**src/rtl/mem_responder_pkg.sv**
```systemverilog
// Shared types and constants for the memory responder.
// Provides the responder FSM state encoding and default array geometry.
package typedefs;

    localparam int MEM_ADDR_W = 5;
    localparam int MEM_DATA_W = 8;

    typedef enum logic [1:0] {
        M_IDLE  = 2'd0,
        M_READ  = 2'd1,
        M_WRITE = 2'd2,
        M_ERR   = 2'd3
    } mem_state_t;

endpackage

```
**src/rtl/mem_responder_array.sv**
```systemverilog
// Storage array: one synchronous write port, one combinational read port.
// Ports: clk, we/waddr/wdata (write), raddr/rdata (read). Contents not reset.
module mem_array
    import typedefs::*;
#(
    parameter int ADDR_WIDTH = MEM_ADDR_W,
    parameter int DATA_WIDTH = MEM_DATA_W
) (
    input  logic                  clk,
    input  logic                  we,
    input  logic [ADDR_WIDTH-1:0] waddr,
    input  logic [DATA_WIDTH-1:0] wdata,
    input  logic [ADDR_WIDTH-1:0] raddr,
    output logic [DATA_WIDTH-1:0] rdata
);

    logic [DATA_WIDTH-1:0] r_mem [2**ADDR_WIDTH];

    always_ff @(posedge clk) begin
        if (we) begin
            r_mem[waddr] <= wdata;
        end
    end

    assign rdata = r_mem[raddr];

endmodule

```
**src/rtl/mem_responder.sv**
```systemverilog
// Memory-side responder for the CPU strobes with a loader side port.
// Ports: clk/rst_, CPU mem_rd/mem_wr/addr/data_in -> data_out/data_oe,
//        loader ld_valid/ld_addr/ld_data -> ld_ready, prot_err, rd_cnt, wr_cnt.
module mem_responder
    import typedefs::*;
#(
    parameter int ADDR_WIDTH = MEM_ADDR_W,
    parameter int DATA_WIDTH = MEM_DATA_W,
    parameter int CNT_WIDTH  = 16
) (
    input  logic                  clk,
    input  logic                  rst_,
    input  logic                  mem_rd,
    input  logic                  mem_wr,
    input  logic [ADDR_WIDTH-1:0] addr,
    input  logic [DATA_WIDTH-1:0] data_in,
    output logic [DATA_WIDTH-1:0] data_out,
    output logic                  data_oe,
    input  logic                  ld_valid,
    output logic                  ld_ready,
    input  logic [ADDR_WIDTH-1:0] ld_addr,
    input  logic [DATA_WIDTH-1:0] ld_data,
    output logic                  prot_err,
    output logic [CNT_WIDTH-1:0]  rd_cnt,
    output logic [CNT_WIDTH-1:0]  wr_cnt
);

    localparam logic [CNT_WIDTH-1:0] CNT_ONE = CNT_WIDTH'(1);
    localparam logic [CNT_WIDTH-1:0] CNT_MAX = '1;

    mem_state_t            r_state;
    logic [DATA_WIDTH-1:0] r_data_q;
    logic                  r_data_oe;
    logic                  r_prot_err;
    logic [CNT_WIDTH-1:0]  r_rd_cnt;
    logic [CNT_WIDTH-1:0]  r_wr_cnt;

    logic                  w_idle;
    logic                  w_cpu_we;
    logic                  w_ld_we;
    logic                  w_we;
    logic [ADDR_WIDTH-1:0] w_waddr;
    logic [DATA_WIDTH-1:0] w_wdata;
    logic [DATA_WIDTH-1:0] w_rd_data;

    assign w_idle   = (r_state == M_IDLE);
    assign ld_ready = w_idle & ~mem_rd & ~mem_wr;

    // CPU write only on the IDLE->WRITE edge; loader only on a quiet bus.
    assign w_cpu_we = w_idle & mem_wr & ~mem_rd;
    assign w_ld_we  = ld_valid & ld_ready;

    // Gate with rst_ so no write lands on an edge while reset is held.
    assign w_we    = rst_ & (w_cpu_we | w_ld_we);
    assign w_waddr = w_cpu_we ? addr : ld_addr;
    assign w_wdata = w_cpu_we ? data_in : ld_data;

    mem_array #(
        .ADDR_WIDTH (ADDR_WIDTH),
        .DATA_WIDTH (DATA_WIDTH)
    ) u_array (
        .clk   (clk),
        .we    (w_we),
        .waddr (w_waddr),
        .wdata (w_wdata),
        .raddr (addr),
        .rdata (w_rd_data)
    );

    always_ff @(posedge clk or negedge rst_) begin
        if (!rst_) begin
            r_state    <= M_IDLE;
            r_data_q   <= '0;
            r_data_oe  <= 1'b0;
            r_prot_err <= 1'b0;
            r_rd_cnt   <= '0;
            r_wr_cnt   <= '0;
        end else begin
            unique case (r_state)
                M_IDLE: begin
                    if (mem_rd && mem_wr) begin
                        r_prot_err <= 1'b1;
                        r_state    <= M_ERR;
                    end else if (mem_rd) begin
                        r_data_q  <= w_rd_data;
                        r_data_oe <= 1'b1;
                        if (r_rd_cnt != CNT_MAX) begin
                            r_rd_cnt <= r_rd_cnt + CNT_ONE;
                        end
                        r_state <= M_READ;
                    end else if (mem_wr) begin
                        if (r_wr_cnt != CNT_MAX) begin
                            r_wr_cnt <= r_wr_cnt + CNT_ONE;
                        end
                        r_state <= M_WRITE;
                    end
                end
                M_READ: begin
                    if (mem_wr) begin
                        r_prot_err <= 1'b1;
                        r_data_oe  <= 1'b0;
                        r_state    <= M_ERR;
                    end else if (!mem_rd) begin
                        // data_q keeps the last word; only the enable drops.
                        r_data_oe <= 1'b0;
                        r_state   <= M_IDLE;
                    end else begin
                        r_data_q <= w_rd_data;
                    end
                end
                M_WRITE: begin
                    if (mem_rd) begin
                        r_prot_err <= 1'b1;
                        r_state    <= M_ERR;
                    end else if (!mem_wr) begin
                        r_state <= M_IDLE;
                    end
                end
                M_ERR: begin
                    if (!mem_rd && !mem_wr) begin
                        r_state <= M_IDLE;
                    end
                end
                default: r_state <= M_IDLE;
            endcase
        end
    end

    assign data_out = r_data_q;
    assign data_oe  = r_data_oe;
    assign prot_err = r_prot_err;
    assign rd_cnt   = r_rd_cnt;
    assign wr_cnt   = r_wr_cnt;

endmodule

```
**config.mk**
```make
export PLATFORM = sky130hd
export DESIGN_NAME = mem_responder
export DESIGN_NICKNAME = d
export VERILOG_FILES = /design/src/rtl/mem_responder_pkg.sv /design/src/rtl/mem_responder_array.sv /design/src/rtl/mem_responder.sv
export SDC_FILE = /design/constraint.sdc
export NUM_CORES = 1
export LEC_CHECK = 0
export ABC_CLOCK_PERIOD_IN_PS = 5900
export CAP_MARGIN = 5
export CORE_ASPECT_RATIO = 1.2
export CORE_UTILIZATION = 35
export CTS_CLUSTER_SIZE = 16
export DETAILED_ROUTE_END_ITERATION = 12
export DONT_BUFFER_PORTS = 1
export PLACE_DENSITY = 0.51
export SLEW_MARGIN = 20
export SYNTH_ARGS = -nofsm -noshare
export SYNTH_HDL_FRONTEND = slang
export SYNTH_SLANG_ARGS = --single-unit
```
**constraint.sdc**
```tcl
create_clock -name clk -period 5.9 [get_ports clk]
set_clock_uncertainty 0.2 [all_clocks]
set_input_delay 0.59 -clock clk [delete_from_list [all_inputs] [get_ports clk]]
set_output_delay 0.59 -clock clk [all_outputs]
set_load 0.01 [all_outputs]
```
# Yosys cells after proc, flatten, opt, wreduce, memory -nomap -nowiden
# Memories as Yosys holds them, arrays and structs flattened.
# Index checks and enable logic that the tools add are counted.
# classes
add_sub_neg	2
mux	25
n_reduce_logical	13
n_eq_ne	15
n_bitwise	10
# ops
operator	count
adder 16 x 1 -> 16 bit (second input constant)	2
two-way mux 8 bit	4
inequality test 16 bit (second input constant)	2
two-way mux 2 bit	8
one-hot mux 8 bit (2 select lines)	1
AND reduction 4 bit	4
inequality test 2 bit (second input constant)	6
two-way mux 1 bit	8
one-hot mux 2 bit (4 select lines)	1
bitwise AND 1 bit	6
inequality test 3 bit (second input constant)	2
two-way mux 5 bit	1
AND reduction 5 bit	1
== test 2 bit (second input constant)	2
inequality test 4 x 3 -> 1 bit (second input constant)	1
NOT 1 bit	3
one-hot mux 1 bit (3 select lines)	1
AND reduction 3 bit	1
nonzero test 3 bit	1
== test 2 x 1 -> 1 bit (second input constant)	1
logical AND 1 bit	2
logical NOT 1 bit	2
logical NOT 2 bit	1
inequality test 2 x 1 -> 1 bit (second input constant)	1
other kinds (3)	3
# totals
regBits	44
output_inout_bits	43
mem_count	1
inputBits	31
word_cells	72
mem_bits_rw	256
# mem_list
name	depth	width	rd	rd_clocked_by_memory_dff	write_ports	line	rtl
u_array.r_mem	32	8	1	0	1	mem_responder_array.sv:17	logic [DATA_WIDTH-1:0] r_mem [2**ADDR_WIDTH];

# Longest topological paths before layout
# logic_depth
depth_word	8
mapped_depth	8
depth_no_buf	6

# Cells and area by module
# A second synthesis with hierarchy kept.
# unflattened
hier_cells	632
hier_area_um2	12189.2
# by_module_without_submodules
module	cells_per_inst	area_per_inst_um2	seq_area_each_um2	instances
mem_array	409	9893.2	7687.4	1
mem_responder	223	2296.0	1101.1	1

# Worst setup path after synthesis
# OpenSTA, ideal clock, no wires.
# synth_timing
kind	input-to-reg
start	in addr[0]
end	mem u_array.r_mem[13][0] in the netlist's numbering, enable pin
arrival_ns	2.264
required_ns	5.330
n_path_buf	4
setup_slack_ns	3.066
cell_stages	7
setup_ns	0.370
path_cell_list	buf_2 > buf_2 > buf_4 > buf_2 > nor3b_1 > o21ai_1 > nor2_1
# synth_via
elab_chain_cells	1
# synth_lines
element	line	rtl
from (decl)	mem_responder.sv:15	input logic [ADDR_WIDTH-1:0] addr,
two-way mux 5 bit	mem_responder.sv:55	assign w_waddr = w_cpu_we ? addr : ld_addr;
to (decl)	mem_responder_array.sv:17	
# No other way between the ends.

# Worst setup path after layout
# layout_timing
start	reg r_state[0]
end	mem u_array.r_mem[2][7] in the netlist's numbering, enable pin
# layout_via
elab_chain_cells	8
word_cells_on_any_way	11
cone_classes	3 x mux; 7 x bitwise; 1 x reduce/logical
# layout_lines
element	line	rtl
from (decl)	mem_responder.sv:31	mem_state_t r_state;
from (signal assigned)	mem_responder.sv:72	r_state <= M_IDLE;
from (signal assigned)	mem_responder.sv:83	r_state <= M_ERR;
from (signal assigned)	mem_responder.sv:90	r_state <= M_READ;
logical NOT 2 bit (*)	mem_responder.sv:46	assign w_idle = (r_state == M_IDLE);
bitwise AND 1 bit (2 in series)	mem_responder.sv:47	assign ld_ready = w_idle & ~mem_rd & ~mem_wr;
bitwise AND 1 bit	mem_responder.sv:51	assign w_ld_we = ld_valid & ld_ready;
OR 1 bit	mem_responder.sv:54	assign w_we = rst_ & (w_cpu_we | w_ld_we);
bitwise AND 1 bit	mem_responder.sv:54	
two-way mux 1 bit	mem_responder_array.sv:20	if (we) begin
two-way mux 1 bit (implied by the code)	mem_responder_array.sv:21	r_mem[waddr] <= wdata;
# Every way passes the cells marked *; elsewhere a longest branch is shown, timed or not.

==> results.json <==
{
  "hold_path_class": "in2reg",
  "clk_pin_slew_ns": 0.06,
  "syn_nets": 823,
  "detail_route.wirelength_um": 29400,
  "numCtsBuffers": 29,
  "critPathCaptureType": "register",
  "ctsResizeCount": 0,
  "synth_mux_area_share_pct": 10.73,
  "maxSlewViolCount": 0,
  "irDropWorstVdd_v": 0.0001988,
  "die_area_mm2": 0.03572,
  "syn_area_per_cell_um2": 15.49,
  "core_area_mm2": 0.03426,
  "drv_cap": 0,
  "drc": 0,
  "dr.pass1.iters": 5,
  "timing.fmax_ghz": 0.3288,
  "post-route-min-period_ns": 3.042,
  "die_y_um": 206.9,
  "final.period_utilization_pct": 51.55,
  "outcome": "finished clean",
  "synth-edff-count": 256,
  "synth-async-reset-ratio_pct": 14.67,
  "synth-simple-area-share_pct": 6.788,
  "pin_count": 74,
  "r2r_slack_ns": 2.86,
  "yosys.area_share.adder_pct": 0.2045,
  "die_x_um": 172.7,
  "required_ns": 5.88,
  "finalPower_w": 0.004493,
  "slowest_stage": "or4b_4",
  "relSlewSlack_pct": 40.23,
  "p_leak_nw": 4.806,
  "synthXorXnorAreaFrac_pct": 2.147,
  "portBuffers": 0,
  "yosysWarnings": 0,
  "grt_usage_pct": 16.48,
  "antenna_cells": 0,
  "ys_dominant_reg_cell": "edfxtp_1",
  "synth_compound_area_share_pct": 6.706,
  "synth_top_family_by_area": "multiplexers",
  "max_stage_delay_ns": 0.73,
  "initial_core_util_pct": 35.73,
  "critPathLaunchType": "register",
  "area_delta_synth_final_pct": 12.20,
  "place.gp.congestion": 0.7883,
  "final-hold-violation-count": 0,
  "critPathMaxFanout": 20,
  "clock_tree.buffer_depth": 3,
  "tritoncts": "done",
  "fillCellCount": 3202,
  "netlist_area_mm2": 0.01224,
  "synth_cell_types": 49,
  "worstPathCellList": "or4b_4, or3_1, o31ai_1, nand2_1, nor2_1",
  "cts_max_level": 1,
  "grt_first_pass_wirelength_um": 43110,
  "crit_type": "reg2reg",
  "final_common_cell": "edfxtp_1",
  "drive_gt1_share_pct": 8.557,
  "ys_seq_elements": 300,
  "grt_max_degree": 133,
  "via_per_inst": 5.165,
  "cts-root-buf": "clkbuf_16",
  "syn_inst": 790,
  "ys_seq_area_share_pct": 71.81,
  "antenna_found_initial": 0,
  "row_count": 74,
  "p_per_area_mw_per_mm2": 327.2,
  "vias": 6580,
  "crit_arrival_ns": 3.02,
  "tns_ns": 0,
  "dp_hpwl_um": 18460,
  "tightestPinTransition_ns": 0.8934,
  "clock_latency_ns": 0.55,
  "rsz0062_at_grt": "false",
  "routedWlPerCell_um": 23.08,
  "mostFrequentLayoutCells": "256 x edfxtp_1, 129 x mux2i_1, 60 x nand2_1",
  "drt-initial-drc-count": 345,
  "fin_nets": 831,
  "finalSetupViolations": 0,
  "final_antenna_net_count": 0,
  "grt_pass1_vias": 6873,
  "grt.overflow.total": 0,
  "clock-sinks": 300
}
cells in the mapped netlist (all sizes together) (3+ instances only):
master,n,area share [%]
o22ai,8,0.41
nor3b,4,0.25
nand4,7,0.36
inv,4,0.12
nand3,15,0.61
nand3b,5,0.31
edfxtp,256,63
xnor2,18,1.3
nand2,65,2.0
a22oi,32,2.0
o41ai,8,0.57
nand2b,3,0.15
dfrtp,44,9.0
o21ai,7,0.29
nor3,8,0.33
buf,22,0.97
nor2b,3,0.15
a21oi,19,0.81
xor2,12,0.86
nor4,4,0.33
mux2i,129,11
nor2,46,1.4
clkbuf,17,0.52
a221oi,16,1.1
a22o,16,1.1
report_power, final:
group          total (W)  switching, W  leakage [nW]  internal (W)
clock            0.00184      0.000768         0.449       0.00108
sequential       0.00243     0.0000763          2.86       0.00235
combinational   0.000223      0.000137          1.49     0.0000867
total            0.00449      0.000981          4.81       0.00351
cells by family after synthesis:
| kind of cell | Yosys count |
|---|---|
| compound gates | 112 |
| xor+xnor | 30 |
| fa+ha+maj | 2 |
| buf+inv | 43 |
| flops | 300 |
| mux | 131 |
| simple gates | 172 |
sequential cells by signal, indices dropped and copies added, names as in the netlist:
signal,flops
prot_err,1
data_out,8
rd_cnt,16
wr_cnt,16
data_oe,1
u_array.r_mem,256
r_state,2
worst max-delay path, delay by kind of cell (launching register included):
family	cells	cell delay, ns
flops	1	0.47
simple gates	4	1.87
compound gates	1	0.10
repair_timing:
action | CTS | global route
endpoints found under the hold margin | 46 | 0
buffers inserted | 0 | 0
hold buffers | 5 | 0
path summary, 6_finish.rpt:
path / start / to / depth (start not counted)
worst max-delay path: r_state[0] / u_array.r_mem[2][7] / 5
worst min-delay path: mem_rd / data_oe / 2
worst max register to register: r_state[0] / u_array.r_mem[2][7] / 5
worst min register to register: rd_cnt[15] / rd_cnt[15] / 1
max in group asynchronous: rst_ / data_out[5] / 2
min in group asynchronous: rst_ / rd_cnt[6] / 2
through the flow:
stage               util [%]  hold slack, ns  cells  setup WS (ns)  instance area, um2
floorplan                  -         0.09441    790          3.066               12240
global placement       37.16         0.09559   1218          2.842               12730
detailed placement     37.16         0.09556   1218          2.779               12730
CTS                    40.08         0.01981   1274          2.809               13730
finish                 40.08         0.04286   1274          2.858               13730
global route           40.08         0.04706   1274          2.653               13730
area by class of cell:
| cell class | count | area [um2] | share of cell area, % |
|---|---|---|---|
| clock inverters | 15 | 182.7 | 1.330 |
| well taps | 456 | 570.5 | 4.155 |
| clock buffers | 36 | 752.0 | 5.476 |
| inverters | 4 | 15.01 | 0.1093 |
| flip-flops and latches | 300 | 8788 | 64.00 |
| multi-input cells | 447 | 3273 | 23.84 |
| repair buffers | 16 | 150.1 | 1.093 |
metal layers:
| layer | wire length [um] | GRT usage (%) |
|---|---|---|
| met5 | 0 | 0 |
| met4 | 876 | 6.100 |
| met3 | 1945 | 3.480 |
| met2 | 14520 | 29.13 |
| met1 | 12060 | 19.87 |
(Power assumes the default switching activity.)
